## config.mk

```make
export PLATFORM = sky130hd
export DESIGN_NAME = fpu_in_xmtr_flat
export DESIGN_NICKNAME = d
export VERILOG_FILES = /design/src/rtl/fpu_in_xmtr_if.sv /design/src/rtl/fpu_in_xmtr.sv /design/src/flat_wrapper.sv
export SDC_FILE = /design/constraint.sdc
export NUM_CORES = 1
export LEC_CHECK = 0
export BUFFER_PORTS_ARGS = -buffer_cell sky130_fd_sc_hd__buf_2
export CORE_ASPECT_RATIO = 1.2
export CORE_MARGIN = 2
export CORE_UTILIZATION = 29
export CTS_CLUSTER_SIZE = 30
export DETAILED_ROUTE_END_ITERATION = 8
export PLACE_DENSITY_LB_ADDON = 0.08
export SYNTH_ARGS = -nofsm -noshare
export SYNTH_HDL_FRONTEND = slang
export SYNTH_SLANG_ARGS = --single-unit
```

## constraint.sdc

```tcl
create_clock -name clock -period 5 [get_ports clock]
set_input_delay 1 -clock clock [delete_from_list [all_inputs] [get_ports clock]]
set_output_delay 1 -clock clock [all_outputs]
set_load 0.01 [all_outputs]
```

## src/rtl/fpu_in_xmtr_if.sv

```systemverilog
// Request and FPU pin bundle for the FPU_in transmitter.
// master: the transmitter (accepts requests, drives the FPU input pins).
// slave:  the environment (issues requests, models the FPU handshake).
interface fpu_in_xmtr_if;
  logic        req_valid;
  logic        req_ready;
  logic [31:0] req_a;
  logic [31:0] req_b;
  logic [2:0]  req_op;
  logic [1:0]  req_rnd;
  logic [3:0]  req_delay;
  logic        fpu_start;
  logic [31:0] fpu_a;
  logic [31:0] fpu_b;
  logic [2:0]  fpu_op;
  logic [1:0]  fpu_rnd;
  logic        fpu_ready;
  logic        fpu_done;

  modport master (
    input  req_valid, req_a, req_b, req_op, req_rnd, req_delay, fpu_ready, fpu_done,
    output req_ready, fpu_start, fpu_a, fpu_b, fpu_op, fpu_rnd
  );

  modport slave (
    output req_valid, req_a, req_b, req_op, req_rnd, req_delay, fpu_ready, fpu_done,
    input  req_ready, fpu_start, fpu_a, fpu_b, fpu_op, fpu_rnd
  );
endinterface

```

## src/rtl/fpu_in_xmtr.sv

```systemverilog
// FPU_in transmitter: queues operation requests, waits the requested idle
// delay, drives one operation at a time with a start/ready handshake and
// waits for the done pulse (or a timeout) before issuing the next one.
module fpu_in_xmtr #(
  parameter int DEPTH   = 4,
  parameter int TIMEOUT = 255
) (
  input  logic          clock,
  input  logic          reset,
  fpu_in_xmtr_if.master bus,
  output logic          busy,
  output logic [15:0]   sent_count,
  output logic          timeout_err
);
  localparam int          AW       = $clog2(DEPTH);
  localparam logic [15:0] TMO_LAST = 16'(TIMEOUT - 1);

  typedef enum logic [1:0] {IDLE, DELAY, DRIVE, WAIT_DONE} state_t;

  typedef struct packed {
    logic [31:0] a;
    logic [31:0] b;
    logic [2:0]  op;
    logic [1:0]  rnd;
    logic [3:0]  dly;
  } entry_t;

  entry_t      mem_q [DEPTH];
  logic [AW:0] wr_ptr_q, rd_ptr_q;
  logic        full, empty, push, pop;
  entry_t      head;

  state_t      state_q, state_d;
  logic [3:0]  cnt_q, cnt_d;
  logic [15:0] timer_q, timer_d;
  logic        start_q;
  logic [31:0] a_q, b_q;
  logic [2:0]  op_q;
  logic [1:0]  rnd_q;
  logic [15:0] sent_q;
  logic        err_q;
  logic        xfer, tmo;

  // Pointers carry one extra wrap bit so full and empty are distinguishable.
  assign empty = (wr_ptr_q == rd_ptr_q);
  assign full  = (wr_ptr_q[AW] != rd_ptr_q[AW]) &&
                 (wr_ptr_q[AW-1:0] == rd_ptr_q[AW-1:0]);
  assign push  = bus.req_valid && !full;
  assign head  = mem_q[rd_ptr_q[AW-1:0]];

  // Request storage: pure data, so it is written without reset.
  always_ff @(posedge clock) begin
    if (push) begin
      mem_q[wr_ptr_q[AW-1:0]] <= {bus.req_a, bus.req_b, bus.req_op, bus.req_rnd, bus.req_delay};
    end
  end

  // Sequencer next state: pop in IDLE, count the idle delay, hold the
  // operation until accepted, then wait for done or give up at TIMEOUT.
  always_comb begin
    state_d = state_q;
    cnt_d   = cnt_q;
    timer_d = timer_q;
    pop     = 1'b0;
    xfer    = 1'b0;
    tmo     = 1'b0;
    case (state_q)
      IDLE: begin
        if (!empty) begin
          pop     = 1'b1;
          cnt_d   = head.dly;
          state_d = (head.dly == 4'd0) ? DRIVE : DELAY;
        end
      end
      DELAY: begin
        cnt_d = cnt_q - 4'd1;
        if (cnt_q == 4'd1) state_d = DRIVE;
      end
      DRIVE: begin
        if (bus.fpu_ready) begin
          xfer    = 1'b1;
          timer_d = '0;
          state_d = WAIT_DONE;
        end
      end
      WAIT_DONE: begin
        timer_d = timer_q + 16'd1;
        // A done arriving on the last allowed cycle beats the timeout.
        if (bus.fpu_done) begin
          state_d = IDLE;
        end else if (timer_q == TMO_LAST) begin
          tmo     = 1'b1;
          state_d = IDLE;
        end
      end
      default: state_d = IDLE;
    endcase
  end

  // State, FIFO pointers, output registers and status counters.
  always_ff @(posedge clock or posedge reset) begin
    if (reset) begin
      state_q  <= IDLE;
      wr_ptr_q <= '0;
      rd_ptr_q <= '0;
      cnt_q    <= '0;
      timer_q  <= '0;
      start_q  <= 1'b0;
      a_q      <= '0;
      b_q      <= '0;
      op_q     <= '0;
      rnd_q    <= '0;
      sent_q   <= '0;
      err_q    <= 1'b0;
    end else begin
      state_q <= state_d;
      cnt_q   <= cnt_d;
      timer_q <= timer_d;
      start_q <= (state_d == DRIVE);
      if (push) wr_ptr_q <= wr_ptr_q + (AW+1)'(1);
      if (pop) begin
        rd_ptr_q <= rd_ptr_q + (AW+1)'(1);
        a_q      <= head.a;
        b_q      <= head.b;
        op_q     <= head.op;
        rnd_q    <= head.rnd;
      end
      if (xfer) sent_q <= sent_q + 16'd1;
      if (tmo)  err_q  <= 1'b1;
    end
  end

  assign bus.req_ready = !full;
  assign bus.fpu_start = start_q;
  assign bus.fpu_a     = a_q;
  assign bus.fpu_b     = b_q;
  assign bus.fpu_op    = op_q;
  assign bus.fpu_rnd   = rnd_q;
  assign busy          = (state_q != IDLE) || !empty;
  assign sent_count    = sent_q;
  assign timeout_err   = err_q;
endmodule

```

## src/flat_wrapper.sv

```systemverilog
// flat-port wrapper written by rule: the top's interface ports become plain ports
module fpu_in_xmtr_flat 
#(
  parameter int DEPTH   = 4,
  parameter int TIMEOUT = 255
)
  (clock, reset, busy, sent_count, timeout_err, bus_req_valid, bus_req_a, bus_req_b, bus_req_op, bus_req_rnd, bus_req_delay, bus_fpu_ready, bus_fpu_done, bus_req_ready, bus_fpu_start, bus_fpu_a, bus_fpu_b, bus_fpu_op, bus_fpu_rnd);
  fpu_in_xmtr_if bus_i ();
  input  logic clock;
  input  logic reset;
  output logic busy;
  output logic [15:0] sent_count;
  output logic timeout_err;
  input wire logic [$bits(bus_i.req_valid)-1:0] bus_req_valid;
  input wire logic [$bits(bus_i.req_a)-1:0] bus_req_a;
  input wire logic [$bits(bus_i.req_b)-1:0] bus_req_b;
  input wire logic [$bits(bus_i.req_op)-1:0] bus_req_op;
  input wire logic [$bits(bus_i.req_rnd)-1:0] bus_req_rnd;
  input wire logic [$bits(bus_i.req_delay)-1:0] bus_req_delay;
  input wire logic [$bits(bus_i.fpu_ready)-1:0] bus_fpu_ready;
  input wire logic [$bits(bus_i.fpu_done)-1:0] bus_fpu_done;
  output wire logic [$bits(bus_i.req_ready)-1:0] bus_req_ready;
  output wire logic [$bits(bus_i.fpu_start)-1:0] bus_fpu_start;
  output wire logic [$bits(bus_i.fpu_a)-1:0] bus_fpu_a;
  output wire logic [$bits(bus_i.fpu_b)-1:0] bus_fpu_b;
  output wire logic [$bits(bus_i.fpu_op)-1:0] bus_fpu_op;
  output wire logic [$bits(bus_i.fpu_rnd)-1:0] bus_fpu_rnd;
  assign bus_i.req_valid = bus_req_valid;
  assign bus_i.req_a = bus_req_a;
  assign bus_i.req_b = bus_req_b;
  assign bus_i.req_op = bus_req_op;
  assign bus_i.req_rnd = bus_req_rnd;
  assign bus_i.req_delay = bus_req_delay;
  assign bus_i.fpu_ready = bus_fpu_ready;
  assign bus_i.fpu_done = bus_fpu_done;
  assign bus_req_ready = bus_i.req_ready;
  assign bus_fpu_start = bus_i.fpu_start;
  assign bus_fpu_a = bus_i.fpu_a;
  assign bus_fpu_b = bus_i.fpu_b;
  assign bus_fpu_op = bus_i.fpu_op;
  assign bus_fpu_rnd = bus_i.fpu_rnd;
  fpu_in_xmtr #(.DEPTH(DEPTH), .TIMEOUT(TIMEOUT)) u_core (.clock(clock), .reset(reset), .bus(bus_i), .busy(busy), .sent_count(sent_count), .timeout_err(timeout_err));
endmodule
```

==> metrics, run 1 <==
Resized cells post-CTS 0; RR Startpoint u_core.rd_ptr_q[0]; sw frac 0.305; Post-Place Cells 1,618; CTS sink count 407; endpoint class of the critical path output port; slowest stage delay, CP ~0.9 ns; sequential share of power 0.447; PD cells 630 nW/um2; vias in the first global route a little over 8,000; number of nets with antenna violations after routing 0; clock share of power 0.282; cell chain of the critical path xor2_1 > nor3_1 > nand2_1 > buf_2; WHS roughly 0.46 ns; Post-Route WL 35,000 um; RSZ-0062 raised after global routing no; worst endpoint required time 4.00 ns; maximum vdd drop 358 uV; routed vias/inst 4.48; first-pass GRT wire length 53,100 um; Critical Path Source u_core.rd_ptr_q[0]; core area roughly 53,000 um2; max_cap viols 0; Crit Path Class register to output port; PnR worst setup slack 1.50 ns; Slew Limit Fails 0; Post-Layout Cell Count 1,702; # hold bufs at CTS 0; drt pass-1 iters 6; area delta synth->final 20.3%; Syn Inst Count around 770; net count after synthesis 857; asr flop ratio synth 0.283; # setup viols final 0; Worst EP arrival between 2 and 3 ns; Rows slightly above 90; fin nets 1,048; Worst Tran Pin Value 0.973 ns; Final Hold Vio Count 0; TNS Setup 0 ns; syn avg cell area 20.2 um2; R2R cell count 4; DR WL/cell ~21 um; Setup Buffers After CTS 0; DR vias 7,627; Yosys cell types 46; die width ~220 um; EDFF count, synth 292; Critical Path Fanout Max 36; Slowest cell on crit path dfrtp_4; clk slew on worst S/H paths around 0.060 ns; Routability Congestion ~0.67; placed inst area 17,200 um2; internal power 8.17 mW; Psw 3.58 mW; clock skew roughly 0.024 ns; Final HPWL DP 20,000 um; Initial Utilization 0.294; Clock Path Buffers 3; gr ovfl total 0; GR Util All Layers 0.128; CP bufs+invs 1; final worst-path cycle share 0.701; CTS H-tree depth 2; Yosys reg bits approximately 410; die height 257 um; post-synthesis sequential area ratio 0.750; relative slew slack 0.352; Syn. warnings 0; most frequent cells in the layout edfxtp_1 (292), buf_2 (166), dfrtp_1 (113); Post-Syn Area between 15,000 and 20,000 um2; starting DRC count in detailed routing roughly 440; Clock Latency Late Sink 0.57 ns; status finished, final reports clean; ys flop type edfxtp_1; fin area 18,700 um2; number of top-level pins 167; worst hold start u_core.sent_count[15]; Hold Path Stages 1; DRC 0; largest net degree at the start of global routing 90; I/O Buffers 166; antenna diode count 0; CTS buffer count 45; Setup WS pre-CTS 1.96 ns; CTS tree built; commonest non-fill, non-tap cell in the layout edfxtp_1; Worst path top cell family by delay flip-flops; initial antenna violation count 9; minimum clock period 3.50 ns; die area about 55,000 um2; share of cells above drive strength 1 0.400; HP Class register to register; critical path depth in cells 4; Max Fclk 285 MHz; Logic pwr share 0.271; element type at the critical path start register; Pleak 6.83 nW; CTS root buf clkbuf_16
==> cell usage after synthesis (2+ instances only) <==
cell type,instances,area (um2)
a21oi_1,4,20.0
a31oi_1,3,18.8
and2_1,8,50.1
and3_1,2,12.5
and4_1,2,17.5
buf_2,9,45.0
buf_6,9,101
clkbuf_1,11,41.3
dfrtp_1,115,2880
edfxtp_1,292,8770
ha_1,10,125
inv_1,12,45.0
mux2_1,6,67.6
mux2_2,65,732
mux2i_1,9,90.1
mux4_2,73,1640
nand2_1,28,105
nand3_1,17,85.1
nand4_1,7,43.8
nor2_1,10,37.5
nor3_1,10,50.1
nor3b_1,2,15.0
nor4_1,2,12.5
o211ai_1,4,30.0
o21ai_0,10,50.1
o31ai_1,4,30.0
or2_2,3,18.8
xnor2_1,11,96.3
xor2_1,14,123
==> cell families after synthesis <==
kind of cell             synth area share
AO/OA/AOI/OAI                      0.0165
multiplexers                        0.163
AND/OR/NAND/NOR                    0.0318
XOR/XNOR                           0.0141
flip-flops                          0.750
buffers and inverters              0.0157
adder cells (fa/ha/maj)           0.00806
==> power by group through the flow <==
stage	Clock, mW	Combinational, mW	Sequential (mW)
6_report	3.31	3.18	5.25
3_3_place_gp	0	3.28	5.36
5_1_grt	3.56	3.52	5.39
3_5_place_dp	0	3.30	5.36
4_1_cts	3.44	3.30	5.30
2_1_floorplan	0	2.28	5.18
==> sequential cells by signal (all words and copies together), names as in the netlist <==
| name | count |
|---|---|
| u_core.bus.fpu_op | 3 |
| u_core.timer_q | 16 |
| u_core.rd_ptr_q | 3 |
| u_core.bus.fpu_a | 32 |
| u_core.bus.fpu_start | 1 |
| u_core.bus.fpu_rnd | 2 |
| u_core.cnt_q | 4 |
| u_core.wr_ptr_q | 3 |
| u_core.sent_count | 16 |
| u_core.bus.fpu_b | 32 |
| u_core.state_q | 2 |
| u_core.mem_q | 292 |
| u_core.timeout_err | 1 |
==> metrics by stage <==
stage / power (mW) / util
2_1_floorplan: 7.46 / -
3_3_place_gp: 8.64 / 0.326
3_5_place_dp: 8.66 / 0.326
4_1_cts: 12.0 / 0.354
5_1_grt: 12.5 / 0.354
6_report: 11.7 / 0.354
==> worst paths after layout <==
check                      slack [ns]               endpoint
setup / recovery                 1.50                   busy
max in group asynchronous        3.30    u_core.bus.fpu_a[3]
setup reg to reg                 2.07    u_core.mem_q[2][36]
hold / removal                   0.46  u_core.sent_count[15]
hold reg to reg                  0.46  u_core.sent_count[15]
min in group asynchronous        0.64   u_core.sent_count[7]
==> final cells by class <==
type	instances	area, um2
Inverter	12	50.0
Clock buffer	56	1230
Multi-Input combinational cell	319	3640
Timing Repair Buffer	175	948
Fill cell	5070	34100
Tap cell	705	882
Clock inverter	28	263
Sequential cell	407	11700
==> metal layers <==
layer	share of wire	routed length, um	GRT usage
met4	0.021	730	0.0343
met1	0.43	14900	0.158
met2	0.50	17600	0.222
met3	0.048	1670	0.0330
met5	0.0019	67	0
(Power assumes the default switching activity.)
==> inputs of run 2 (changes only) <==
==> constraint.sdc (replaced) <==
create_clock -name clock -period 3.65 [get_ports clock]
set_input_delay 0.73 -clock clock [delete_from_list [all_inputs] [get_ports clock]]
set_output_delay 0.73 -clock clock [all_outputs]
set_load 0.01 [all_outputs]
==> metrics, run 2 (synthesis results as in run 1) <==
number of nets with antenna violations after routing 0 (unchanged); # setup viols final 0 (unchanged); DR vias 7,626 (-0.013%); R2R setup slack 1.22 ns (-0.85 ns); maximum vdd drop 377 uV (+5.3%); CTS tree built; HP Class input port to asynchronous set/reset pin; area delta synth->final 20.5%; RR Startpoint u_core.rd_ptr_q[1]; DRC 0 (unchanged); Crit Path Class register to output port; Clock Path Buffers 3 (unchanged); Worst Tran Pin Value 0.792 ns (-0.180 ns); die height 257 um (unchanged); GR Util All Layers 0.129 (+0.00142); initial antenna violation count 5 (-4); number of top-level pins 167 (unchanged); Resized cells post-CTS 0 (unchanged); Setup Buffers After CTS 0 (unchanged); status finished, final reports clean; CTS H-tree depth 2 (unchanged); fin nets 1,059 (+1.0%); Critical Path Source u_core.rd_ptr_q[1]; Initial Utilization 0.294 (unchanged); die width 215 um (unchanged); Pleak 6.83 nW (about the same); # hold bufs at CTS 0 (unchanged); Clock Latency Late Sink 0.57 ns (about the same); endpoint class of the critical path output port; Critical Path Fanout Max 25 (-31%); clk slew on worst S/H paths 0.06 ns (about the same); Final HPWL DP 21,500 um (+7.7%); vias in the first global route 8,380 (+1.6%); final worst-path cycle share 0.803; max reg flops 292 (unchanged); RSZ-0062 raised after global routing no; Worst EP arrival 2.20 ns (-0.30 ns); worst endpoint required time 2.92 ns (-1.08 ns); Crit Reg-Reg Endpoint u_core.mem_q[1][68]; routed vias/inst 4.46 (-0.54%); die area 55,400 um2 (unchanged); CTS buffer count 45 (unchanged); clock skew 0.0241 ns (+0.0000595 ns); PD cells 856 nW/um2 (+36%); Slew Limit Fails 0 (unchanged); gr ovfl total 0 (unchanged); fin util 0.355 (+0.000569); CTS sink count 407 (unchanged); commonest non-fill, non-tap cell in the layout edfxtp_1; R2R cell count 4 (unchanged); slowest stage delay, CP 0.66 ns (-0.24 ns); Post-Place Cells 1,629 (+0.68%); Slowest cell on crit path dfrtp_4; most frequent cells in the layout edfxtp_1 (292), buf_2 (166), dfrtp_1 (113); starting DRC count in detailed routing 539 (+22%); Routability Congestion 0.685 (+1.9%); filler instances 5,102 (+0.63%); drt pass-1 iters 7 (+1); CTS root buf clkbuf_16; cell chain of the critical path xor2_1 > nor3_1 > nand2_1 > buf_2; Final Hold Vio Count 0 (unchanged); TNS Setup 0 ns (unchanged); share of cells above drive strength 1 0.398 (-0.00219); WHS 0.163 ns (-0.296 ns); DR WL/cell 20.6 um (about the same); element type at the critical path start register; I/O Buffers 166 (unchanged); first-pass GRT wire length 54,100 um (+1.9%); relative slew slack 0.468 (+0.116); Rows 92 (unchanged); core area 52,700 um2 (unchanged); minimum clock period 2.93 ns; Post-Route WL 35,200 um (+0.63%); largest net degree at the start of global routing 73 (-19%); Post-Layout Cell Count 1,711 (+0.53%); max_cap viols 0 (unchanged); Max Fclk roughly 340 MHz
==> run 2: cell count changes in the layout (fill, tap and decap cells not counted) <==
| cell | delta |
|---|---|
| clkbuf_8 | -4 |
| buf_4 | +7 |
| clkinv_1 | +1 |
| bufinv_16 | -1 |
| clkinv_8 | -2 |
| clkbuf_1 | +6 |
| inv_6 | -1 |
| clkinv_2 | -4 |
| buf_12 | +4 |
| diode_2 | +1 |
| clkinvlp_4 | +2 |
==> run 2: routing by layer <==
layer | global-route usage | vias up | share of wire
li1 | - | 3473 | -
met1 | 0.166 | 3928 | 0.43
met2 | 0.218 | 165 | 0.50
met3 | 0.0312 | 56 | 0.048
met4 | 0.0358 | 4 | 0.020
met5 | 0 | - | 0.00057
==> run 2: metrics by stage <==
| stage | power, mW | instance area, um2 | setup slack (ns) |
|---|---|---|---|
| final | 16.0 | 18700 | 0.718 |
| after CTS | 16.4 | 18700 | 0.659 |
| after global routing | 17.0 | 18700 | 0.556 |
| after global placement | 11.9 | 17300 | 1.18 |
| after detailed placement | 11.9 | 17300 | 1.14 |
| after floorplan | 10.2 | 15500 | 0.340 |
==> run 2: power by group <==
| group | internal (mW) | total (mW) | switching [mW] |
|---|---|---|---|
| combinational | 2.24 | 4.68 | 2.44 |
| sequential | 6.36 | 6.98 | 0.613 |
| clock | 2.52 | 4.35 | 1.83 |
==> run 2: worst max path at each step <==
stage / end / slack, ns / cells after the start
floorplan: u_core.mem_q[3][0] / 0.34 / 3
global placement: u_core.mem_q[1][32] / 1.18 / 4
detailed placement: u_core.mem_q[1][67] / 1.14 / 4
CTS: busy / 0.66 / 4
global route: busy / 0.56 / 4
finish: busy / 0.72 / 4
==> run 2: area by class of cell <==
| class | instances | area (um2) | share of cell area |
|---|---|---|---|
| flip-flops and latches | 407 | 11700 | 0.623 |
| multi-input cells | 319 | 3640 | 0.195 |
| clock buffers | 58 | 1190 | 0.0639 |
| repair buffers | 186 | 1080 | 0.0578 |
| well taps | 705 | 882 | 0.0472 |
| clock inverters | 23 | 191 | 0.0102 |
| inverters | 12 | 48.8 | 0.00261 |
| diodes | 1 | 2.50 | 0.000134 |
==> run 2: critical path: cells and delay by family (launching register included) <==
kind                      cells  cell delay [ns]
DFF                           1             0.66
buffers and inverters         1             0.18
and+or+nand+nor               2             0.55
xor gates and xnor gates      1             0.25
